`config.mk`:
```
export PLATFORM = sky130hd
export DESIGN_NAME = con_sequencer
export DESIGN_NICKNAME = d
export VERILOG_FILES = /design/src/rtl/con_sequencer.sv
export SDC_FILE = /design/constraint.sdc
export NUM_CORES = 1
export LEC_CHECK = 0
export ABC_AREA = 1
export BUFFER_PORTS_ARGS = -buffer_cell sky130_fd_sc_hd__buf_2
export CORE_UTILIZATION = 29
export CTS_CLUSTER_SIZE = 20
export DETAILED_ROUTE_END_ITERATION = 16
export PLACE_DENSITY_LB_ADDON = 0.05
export RECOVER_POWER = 25
export SYNTH_ARGS = -nofsm -noshare
export SYNTH_HDL_FRONTEND = slang
export SYNTH_SLANG_ARGS = --single-unit
```
`constraint.sdc`:
```
create_clock -name clk -period 2.86 [get_ports clk]
set_input_delay 0.858 -clock clk [delete_from_list [all_inputs] [get_ports clk]]
set_output_delay 0.858 -clock clk [all_outputs]
set_load 0.01 [all_outputs]
```
`src/rtl/con_sequencer.sv`:
```
// Control sequencer for a small accumulator-style CPU: fetch/execute FSM that
// decodes the instruction register into datapath strobes with handshake stalls.
module con_sequencer #(
    parameter int DATA_W = 8,
    parameter int REG_AW = 2,
    parameter int CNT_W  = 16
) (
    input  logic              clk,
    input  logic              rst_n,
    input  logic [DATA_W-1:0] ir,
    input  logic              z,
    input  logic              c,
    input  logic              mem_ready,
    input  logic              in_valid,
    input  logic              out_ready,
    input  logic              step_mode,
    input  logic              step,
    output logic [REG_AW-1:0] reg_ra,
    output logic [REG_AW-1:0] reg_wa,
    output logic [1:0]        madd,
    output logic [3:0]        alu_s,
    output logic              pc_ld,
    output logic              pc_inc,
    output logic              ir_ld,
    output logic              ram_dl,
    output logic              ram_xl,
    output logic              alu_m,
    output logic              cf_en,
    output logic              zf_en,
    output logic              shi_fbus,
    output logic              shi_frbus,
    output logic              shi_flbus,
    output logic              in_en,
    output logic              out_en,
    output logic              reg_we,
    output logic              halted,
    output logic [2:0]        state,
    output logic [CNT_W-1:0]  retired
);

    typedef enum logic [2:0] {
        ST_RST   = 3'd0,
        ST_PAUSE = 3'd1,
        ST_FETCH = 3'd2,
        ST_EXEC  = 3'd3,
        ST_HALT  = 3'd4
    } state_t;

    localparam logic [3:0] OP_NOP  = 4'h0;
    localparam logic [3:0] OP_MOVA = 4'h1;
    localparam logic [3:0] OP_MOVB = 4'h2;
    localparam logic [3:0] OP_MOVC = 4'h3;
    localparam logic [3:0] OP_ADD  = 4'h4;
    localparam logic [3:0] OP_SUB  = 4'h5;
    localparam logic [3:0] OP_AND  = 4'h6;
    localparam logic [3:0] OP_NOT  = 4'h7;
    localparam logic [3:0] OP_RSR  = 4'h8;
    localparam logic [3:0] OP_RSL  = 4'h9;
    localparam logic [3:0] OP_JMP  = 4'hA;
    localparam logic [3:0] OP_JZ   = 4'hB;
    localparam logic [3:0] OP_JC   = 4'hC;
    localparam logic [3:0] OP_IN   = 4'hD;
    localparam logic [3:0] OP_OUT  = 4'hE;
    localparam logic [3:0] OP_HALT = 4'hF;

    state_t            state_q, state_d;
    logic              step_pend_q;
    logic [CNT_W-1:0]  retired_q;
    logic              z_q, c_q;
    logic              exec_cont_q;
    logic              exec_done;
    logic              z_eff, c_eff;
    logic              jump_taken;
    logic [3:0]        opcode;

    assign opcode  = ir[DATA_W-1 -: 4];
    assign reg_ra  = ir[REG_AW-1:0];
    assign reg_wa  = ir[2*REG_AW-1:REG_AW];
    assign alu_s   = opcode;
    assign state   = state_q;
    assign halted  = (state_q == ST_HALT);
    assign retired = retired_q;

    // Flags are live in the first EXEC cycle and frozen for any stall cycles after it
    assign z_eff = exec_cont_q ? z_q : z;
    assign c_eff = exec_cont_q ? c_q : c;
    assign jump_taken = (opcode == OP_JMP) ||
                        ((opcode == OP_JZ) && z_eff) ||
                        ((opcode == OP_JC) && c_eff);

    always_comb begin
        state_d   = state_q;
        exec_done = 1'b0;
        madd      = 2'b00;
        pc_ld     = 1'b0;
        pc_inc    = 1'b0;
        ir_ld     = 1'b0;
        ram_dl    = 1'b0;
        ram_xl    = 1'b0;
        alu_m     = 1'b0;
        cf_en     = 1'b0;
        zf_en     = 1'b0;
        shi_fbus  = 1'b0;
        shi_frbus = 1'b0;
        shi_flbus = 1'b0;
        in_en     = 1'b0;
        out_en    = 1'b0;
        reg_we    = 1'b1;

        case (state_q)
            ST_RST: begin
                state_d = step_mode ? ST_PAUSE : ST_FETCH;
            end
            ST_PAUSE: begin
                if (step_pend_q) state_d = ST_FETCH;
            end
            ST_FETCH: begin
                ram_dl = 1'b1;
                if (mem_ready) begin
                    ir_ld   = 1'b1;
                    pc_inc  = 1'b1;
                    state_d = ST_EXEC;
                end
            end
            ST_EXEC: begin
                case (opcode)
                    OP_NOP, OP_HALT: exec_done = 1'b1;
                    OP_MOVA: begin
                        shi_fbus  = 1'b1;
                        reg_we    = 1'b0;
                        exec_done = 1'b1;
                    end
                    OP_ADD, OP_SUB: begin
                        shi_fbus  = 1'b1;
                        alu_m     = 1'b1;
                        reg_we    = 1'b0;
                        cf_en     = 1'b1;
                        zf_en     = 1'b1;
                        exec_done = 1'b1;
                    end
                    OP_AND, OP_NOT: begin
                        shi_fbus  = 1'b1;
                        alu_m     = 1'b1;
                        reg_we    = 1'b0;
                        exec_done = 1'b1;
                    end
                    OP_RSR: begin
                        shi_frbus = 1'b1;
                        alu_m     = 1'b1;
                        reg_we    = 1'b0;
                        cf_en     = 1'b1;
                        exec_done = 1'b1;
                    end
                    OP_RSL: begin
                        shi_flbus = 1'b1;
                        alu_m     = 1'b1;
                        reg_we    = 1'b0;
                        cf_en     = 1'b1;
                        exec_done = 1'b1;
                    end
                    OP_MOVB: begin
                        madd      = 2'b10;
                        ram_xl    = 1'b1;
                        exec_done = mem_ready;
                    end
                    OP_MOVC: begin
                        madd      = 2'b01;
                        ram_dl    = 1'b1;
                        reg_we    = ~mem_ready;
                        exec_done = mem_ready;
                    end
                    OP_JMP, OP_JZ, OP_JC: begin
                        if (jump_taken) begin
                            ram_dl    = 1'b1;
                            pc_ld     = mem_ready;
                            exec_done = mem_ready;
                        end else begin
                            pc_inc    = 1'b1;
                            exec_done = 1'b1;
                        end
                    end
                    OP_IN: begin
                        in_en     = in_valid;
                        reg_we    = ~in_valid;
                        exec_done = in_valid;
                    end
                    OP_OUT: begin
                        alu_m     = 1'b1;
                        shi_fbus  = 1'b1;
                        out_en    = 1'b1;
                        exec_done = out_ready;
                    end
                    default: exec_done = 1'b1;
                endcase
                if (exec_done) begin
                    if (opcode == OP_HALT) state_d = ST_HALT;
                    else                   state_d = step_mode ? ST_PAUSE : ST_FETCH;
                end
            end
            ST_HALT: begin
                state_d = ST_HALT;
            end
            default: begin
                state_d = ST_RST;
            end
        endcase
    end

    always_ff @(posedge clk or negedge rst_n) begin
        if (!rst_n) begin
            state_q     <= ST_RST;
            step_pend_q <= 1'b0;
            retired_q   <= '0;
            z_q         <= 1'b0;
            c_q         <= 1'b0;
            exec_cont_q <= 1'b0;
        end else begin
            state_q     <= state_d;
            // A new step request wins over the clear issued when leaving PAUSE
            step_pend_q <= step ||
                           (step_pend_q && !((state_q == ST_PAUSE) && (state_d == ST_FETCH)));
            retired_q   <= retired_q + {{(CNT_W-1){1'b0}}, exec_done};
            exec_cont_q <= (state_q == ST_EXEC) && !exec_done;
            if ((state_q == ST_EXEC) && !exec_cont_q) begin
                z_q <= z;
                c_q <= c;
            end
        end
    end

endmodule

```
==> summary.txt, run 1 <==
STA
  – Final Hold Fails: 0
  – Fin crit share: 96.0%
  – Rel. slew slack: 17.8%
  – Worst-Margin Slew: 1.23 ns
  – Worst hold slack: 0.462 ns
  – FMAX: 364 MHz
  – Setup TNS Final: 0 ns
  – Tmin final: 2.75 ns
  – Setup repair after global routing missed its margin: yes
  – Pins Over Slew Limit: 0
  – Final setup violation count: 0
  – Clk_skew: 0.00408 ns

Clock network
  – Clock tree sinks: 23
  – Clock root buffer: clkbuf_8
  – Clock tree from TritonCTS: built
  – Worst-skew pair later-pin latency: 0.26 ns
  – CTS Hold Buffers Added: 0
  – Clock buffer depth: 2
  – Worst-path clk slew: 0.08 ns
  – Total CTS buffers: 3
  – Max H-tree Level: 1

Pwr
  – Lkg Pwr: 0.00103 uW
  – Internal: 690 uW
  – Flop pwr share: 41.5%
  – Combinational power share: 41.4%
  – Total chip power: 1140 uW
  – PD cells: 626 nW/um^2
  – Switching portion of total power: 39.6%
  – Peak VDD IR: 0.237 mV
  – NetSw: 453 uW
  – Clock power frac: 17.1%

Global routing
  – Grt ovf: 0
  – Initial antenna violation count: 0
  – Largest net degree at the start of global routing: 24
  – First-pass GRT wire length: 5940 um
  – Vias in the first global route: 1331
  – Total GRT Usage: 14.7%

Cells and area
  – Inserted Diodes: 0
  – Footprint of the multi-input gates: 666 um^2
  – Area Growth Syn to Fin: 30.8%
  – Fillers: 504
  – Reg area: 576 um^2
  – Share of layout cells above drive strength 1: 36.1%
  – Post-layout nets: 258
  – Commonest non-fill, non-tap cell in the layout: buf_2
  – Commonest non-fill, non-tap cells in the layout: buf_2 (51), nand2_1 (30), inv_1 (23), dfrtp_1 (23), nor2_1 (17)

Critical path
  – Crit path launch: ir[5]
  – Setup Crit Path Kind: primary input to primary output
  – Critical Path Max Stage Delay: 0.16 ns
  – Worst R2R Start: state[2]
  – CP Capture Type: primary output
  – Worst Path Required: 2.00 ns
  – Crit-path cells: buf_2 -> buf_4 -> nand2_1 -> buf_4 -> inv_1 -> nand2_2 -> nand3_2 -> a21oi_2 -> inv_1 -> buf_2
  – Crit path DAT: 1.89 ns
  – Slowest cell on the critical path: buf_4
  – Setup crit start kind: primary input
  – Max FO, Critical Path: 7

Synthesis
  – Post-synth cell types: 27
  – Cells after synthesis: 177
  – Largest area contributor in the netlist: dfrtp_1
  – Syn Nets: 196
  – Syn avg cell area: 7.89 um^2
  – Sequential area share after synthesis: 41.2%
  – FF+latch count, synth: 23
  – Area share of the largest cell type after synthesis: 41.2%
  – Warnings, synthesis: 0
  – Synth Cell Area: 1400 um^2
  – Top cells by area, synth: dfrtp_1 (41%), nand2_1 (8.3%), inv_1 (6.2%), nand3_1 (5.7%), xor2_1 (5.6%)

Die
  – Core Rows: 24
  – Ports: 61
  – CORE AREA: 4500 um^2
  – Die width: 71.4 um
  – Die span in y: 71.4 um
  – Initial core utilization: 31.0%
  – Total die area: 5100 um^2

Status
  – Failing checks: design-rule violations
  – Status: complete, but fails checks

Route
  – 1st-pass router iterations: 11
  – Routed wl met3: 143 um
  – Met2 Routed Length: 1860 um
  – Wl on met1: 1470 um
  – DRT antenna net count: 0
  – Via Count: 1337
  – WL final: 3510 um
  – WL/cell: 12.1 um
  – Drt via density: 4.61
  – Drt initial violations: 42
  – DR top layer: met4
  – DR DRC count: 8

Worst hold path
  – Min-delay src: retired[15]
  – Hold crit path type: flip-flop to flip-flop

Placed design
  – IO Port Bufs: 52
  – Post-DP HPWL: 2870 um
  – Final GP Congestion: 0.837

Job
  – Max-cap violations: 0
## layout make-up
type                            count  area share [%]
Inverter                           25            5.21
Clock buffer                        3            2.26
Timing Repair Buffer               68            20.8
Clock inverter                      1           0.274
Sequential cell                    23            31.5
Tap cell                           52            3.56
Multi-Input combinational cell    118            36.4
## cell families after synthesis
kind of cell / count (synthesis) / share of synthesized area [%]
buffers and inverters: 36 / 12.6
AO/OA/AOI/OAI: 17 / 7.35
XOR/XNOR: 14 / 8.78
adder cells (fa/ha/maj): 2 / 1.79
flip-flops: 23 / 41.2
multiplexers: 1 / 0.806
AND/OR/NAND/NOR: 84 / 27.4
## worst max-delay path, delay by kind of cell
kind,cells,cell delay [ns]
AO/OA/AOI/OAI,1,0.14
buffers and inverters,6,0.65
AND/OR/NAND/NOR,3,0.23
## stage by stage
| step | setup slack, ns | instances | instance area, um^2 | util (%) |
|---|---|---|---|---|
| 2_1_floorplan | 0.128 | 177 | 1400 | - |
| 3_3_place_gp | 0.0214 | 286 | 1760 | 39.1 |
| 3_5_place_dp | -0.0428 | 286 | 1760 | 39.1 |
| 4_1_cts | 0.0921 | 290 | 1810 | 40.1 |
| 5_1_grt | 0.00444 | 290 | 1830 | 40.6 |
| 6_report | 0.114 | 290 | 1830 | 40.6 |
## registers in the layout, summed over array words and instances, names as in the netlist
signal	flops
c_q	1
exec_cont_q	1
step_pend_q	1
z_q	1
state	3
retired	16
## routing by layer
layer / vias up / GRT usage, %
met5: - / 0
met4: 0 / 5.11
met3: 4 / 1.69
met2: 36 / 27.8
met1: 614 / 17.1
li1: 683 / -
## path summary, 6_finish.rpt
path,endpoint,slack [ns],cells past startpoint
setup / recovery,ram_dl,0.11,10
hold / removal,retired[15],0.46,1
setup reg to reg,retired[12],0.55,13
hold reg to reg,retired[15],0.46,1
max in group asynchronous,retired[11],1.29,1
min in group asynchronous,retired[6],0.83,1
## synthesized netlist by cell type, drive strengths merged
cell type / instances
o21ai: 5
xnor2: 5
nand3: 18
clkinv: 1
a21o: 1
a21oi: 6
a221oi: 2
dfrtp: 23
mux2: 1
a211oi: 1
nor4: 4
o2111ai: 1
nor2: 22
nor3: 8
ha: 2
xor2: 9
nand2: 32
o22ai: 1
buf: 11
inv: 24
## power by group through the flow
stage | sequential [uW] | combinational (uW) | clock (uW)
2_1_floorplan | 495 | 275 | 0
4_1_cts | 475 | 473 | 208
3_5_place_dp | 482 | 471 | 0
5_1_grt | 487 | 534 | 228
3_3_place_gp | 479 | 466 | 0
6_report | 474 | 474 | 196
## what timing repair did
item	CTS	global route
setup endpoints to repair	0	3
setup buffers	0	0
resized for setup	0	6
No activity file was read; power rests on OpenSTA's default activity.
==> inputs of run 2 (changes only) <==
ABC_AREA = 0   (was 1)
CORE_UTILIZATION = 47   (was 29)
clock period = 3.1 ns   (was 2.86 ns; I/O delays follow)
==> run 2 against run 1 <==
The run now ends clean. Final area fell by 5.3%. Non-clock buffer count fell by 6. Worst setup slack got worse by 0.053 ns.
==> summary.txt, run 2 <==
Status
  – Status: complete, no violations (was complete, but fails checks)

Die
  – Ports: 61 (unchanged)
  – Initial core utilization: 50.3% (was 31.0%)
  – Core Rows: 19 (was 24)
  – Die span in y: 56.6 um (was 71.4 um)
  – CORE AREA: 2780 um^2 (was 4500 um^2)
  – Total die area: 3200 um^2 (was 5100 um^2)
  – Die width: 56.6 um (was 71.4 um)

STA
  – Final setup violation count: 0 (unchanged)
  – FMAX: 329 MHz
  – Setup repair after global routing missed its margin: no (was yes)
  – Worst hold slack: 0.465 ns (was 0.462 ns)
  – Final Hold Fails: 0 (unchanged)
  – Tmin final: 3.04 ns
  – Rel. slew slack: 22.1% (was 17.8%)
  – Clk_skew: 0.00258 ns (was 0.00408 ns)
  – Setup TNS Final: 0 ns (unchanged)
  – Pins Over Slew Limit: 0 (unchanged)
  – Fin crit share: 98.0%
  – Worst-Margin Slew: 1.17 ns (was 1.23 ns)

Synthesis
  – Syn avg cell area: 9.45 um^2 (was 7.89 um^2)
  – Sequential area share after synthesis: 41.1% (was 41.2%)
  – Syn Nets: 167 (was 196)
  – Cells after synthesis: 148 (was 177)
  – Largest area contributor in the netlist: dfrtp_1 (unchanged)
  – Top cells by area, synth: dfrtp_1 (41%), xnor2_1 (5.0%), buf_4 (4.3%), xor2_1 (3.8%), nor2_1 (3.2%) (was dfrtp_1 (41%), nand2_1 (8.3%), inv_1 (6.2%), nand3_1 (5.7%), xor2_1 (5.6%))
  – Area share of the largest cell type after synthesis: 41.1% (was 41.2%)
  – Warnings, synthesis: 0 (unchanged)
  – Post-synth cell types: 46 (was 27)
  – Most numerous cell in the Yosys netlist: dfrtp_1 (was nand2_1)
  – Synth async-reset ratio: 100% (unchanged)
  – EDFF count, synth: 0 (unchanged)
  – FF+latch count, synth: 23 (unchanged)
  – Synth Cell Area: 1400 um^2 (about the same)
  – Dominant synthesized flop cell: dfrtp_1 (unchanged)
  – Most common library cells after synthesis: dfrtp_1 (23), nor2_1 (12), buf_4 (8), inv_1 (8), xnor2_1 (8) (was nand2_1 (31), dfrtp_1 (23), inv_1 (23))

Pwr
  – Lkg Pwr: 0.000853 uW (was 0.00103 uW)
  – Switching portion of total power: 39.0% (was 39.6%)
  – Clock power frac: 13.2% (was 17.1%)
  – Total chip power: 1000 uW (was 1140 uW)
  – NetSw: 391 uW (was 453 uW)
  – Internal: 612 uW (was 690 uW)
  – Flop pwr share: 44.9% (was 41.5%)
  – Peak VDD IR: 0.503 mV (was 0.237 mV)
  – Combinational power share: 42.0% (was 41.4%)
  – PD cells: 580 nW/um^2 (was 626 nW/um^2)

Cells and area
  – Commonest non-fill, non-tap cells in the layout: buf_2 (50), dfrtp_1 (23), nor2_1 (11) (was buf_2 (51), nand2_1 (30), inv_1 (23), dfrtp_1 (23), nor2_1 (17))
  – Inserted Diodes: 0 (unchanged)
  – Share of layout cells above drive strength 1: 36.3% (was 36.1%)
  – Area Growth Syn to Fin: 23.7% (was 30.8%)
  – Non-Filler Cell Area, Final: 1730 um^2 (was 1830 um^2)
  – Post-layout nets: 221 (was 258)
  – Commonest non-fill, non-tap cell in the layout: buf_2 (unchanged)
  – Finished Layout Cells: 232 (was 290)
  – Max FFs per register: 16 (unchanged)

Job
  – Max-cap violations: 0 (unchanged)

Global routing
  – First-pass GRT wire length: 4920 um (was 5940 um)
  – Total GRT Usage: 19.3% (was 14.7%)
  – Largest net degree at the start of global routing: 24 (unchanged)
  – M1 GR Usage: 27.3% (was 17.1%)
  – Global route hottest layer: met2 (unchanged)
  – Initial antenna violation count: 0 (unchanged)
  – Grt met2 use: 30.4% (was 27.8%)
  – Met3 GRT Util: 5.07% (was 1.69%)
  – Grt ovf: 0 (unchanged)
  – Vias in the first global route: 1108 (was 1331)

Clock network
  – Clock buffer depth: 2 (unchanged)
  – Total CTS buffers: 3 (unchanged)
  – Worst-skew pair later-pin latency: 0.30 ns (was 0.26 ns)
  – Postcts setup bufs: 0 (unchanged)
  – Post-CTS Resized: 0 (unchanged)
  – Clock tree sinks: 23 (unchanged)
  – Max H-tree Level: 1 (unchanged)
  – Clock tree from TritonCTS: built (unchanged)
  – CTS Hold Buffers Added: 0 (unchanged)
  – Worst-path clk slew: 0.12 ns (was 0.08 ns)
  – Clock root buffer: clkbuf_4 (was clkbuf_8)

Critical path
  – Setup crit start kind: primary input (unchanged)
  – Setup Crit Path Kind: primary input to primary output (unchanged)
  – Crit-path cells: clkbuf_4 -> and4bb_1 -> nor2b_4 -> nor2_2 -> a311oi_1 -> buf_2 (was buf_2 -> buf_4 -> nand2_1 -> buf_4 -> inv_1 -> nand2_2 -> nand3_2 -> a21oi_2 -> inv_1 -> buf_2)
  – Worst Path Required: 2.17 ns (was 2.00 ns)
  – Max FO, Critical Path: 9 (was 7)
  – Crit path DAT: 2.11 ns (was 1.89 ns)
  – CP Capture Type: primary output (unchanged)
  – Worst r2r path cells: 9 (was 13)
  – Slowest cell on the critical path: and4bb_1 (was buf_4)
  – Critical Path Max Stage Delay: 0.33 ns (was 0.16 ns)

Route
  – Drt initial violations: 44 (was 42)
  – 1st-pass router iterations: 4 (was 11)
  – Via Count: 1282 (was 1337)
  – DR DRC count: 0 (was 8)
  – WL final: 3030 um (was 3510 um)
  – WL/cell: 13.1 um (was 12.1 um)
  – Drt via density: 5.53 (was 4.61)
  – DRT antenna net count: 0 (unchanged)

Placed design
  – Post-DP HPWL: 2340 um (was 2870 um)
  – Placed insts: 228 (was 286)
  – Final GP Congestion: 0.868 (was 0.837)
  – IO Port Bufs: 52 (unchanged)
  – Dpl cell area: 1690 um^2 (was 1760 um^2)

Worst hold path
  – Hold-critical path depth: 1 (unchanged)
  – Hold crit path type: flip-flop to flip-flop (unchanged)
==> run 2: cell types whose count changed in the layout (fill, tap and decap cells not counted), moves of 3 or more <==
cell,previous run,this run
nand2_1,30,6
inv_1,23,8
nand3_1,15,7
buf_4,16,10
nor2_1,17,11
clkbuf_4,0,4
nand2b_1,0,4
clkbuf_8,3,0
nor2_2,4,1
xnor2_1,5,8
xor2_1,9,6
==> run 2: through the flow <==
| step | util [%] | setup WS [ns] |
|---|---|---|
| finish | 62.2 | 0.0615 |
| global route | 62.2 | 0.00551 |
| CTS | 61.8 | 0.0307 |
| detailed placement | 60.9 | 0.0273 |
| global placement | 60.9 | 0.0597 |
| floorplan | - | 0.165 |
==> run 2: power groups by stage <==
| stage | combinational (uW) | sequential, uW | clock, uW |
|---|---|---|---|
| CTS | 423 | 451 | 140 |
| detailed placement | 420 | 458 | 0 |
| global route | 463 | 464 | 151 |
| global placement | 418 | 451 | 0 |
| floorplan | 252 | 466 | 0 |
| finish | 421 | 450 | 132 |
==> run 2: routing by layer <==
| layer | up-vias | part of all wire, % | wire [um] |
|---|---|---|---|
| li1 | 629 | - | - |
| met1 | 621 | 47 | 1410 |
| met2 | 30 | 48 | 1460 |
| met3 | 2 | 5.0 | 151 |
| met4 | 0 | 0.13 | 4 |
| met5 | - | 0 | 0 |
==> run 2: area by class of cell <==
type	instances	area [um^2]
Tap cell	31	38.8
Fill cell	250	1050
Timing Repair Buffer	62	337
Sequential cell	23	576
Inverter	8	30.0
Multi-Input combinational cell	104	723
Clock buffer	4	26.3
==> run 2: worst paths after layout <==
kind	start	endpoint	slack, ns
hold reg to reg	retired[15]	retired[15]	0.47
max in group asynchronous	rst_n	step_pend_q	1.58
setup / recovery	ir[5]	ram_dl	0.06
min in group asynchronous	rst_n	z_q	0.83
hold / removal	retired[15]	retired[15]	0.47
setup reg to reg	exec_cont_q	retired[12]	0.70
==> run 2: worst max-delay path: cells and delay by family <==
kind	cells	cell delay (ns)
AOI/OAI and AO/OA	1	0.29
buffers and inverters	2	0.33
and+or+nand+nor	3	0.56
==> run 2: kinds of logic (layout without fill, tap and decap cells) <==
group                    after synthesis  in the layout  share of synthesized area (%)
AO/OA/AOI/OAI                         26             26                           13.0
XOR/XNOR                              14             14                           8.77
adder cells (fa/ha/maj)                2              2                           1.79
buffers and inverters                 21             74                           7.87
flip-flops                            23             23                           41.1
multiplexers                           4              4                           3.04
AND/OR/NAND/NOR                       58             58                           24.4
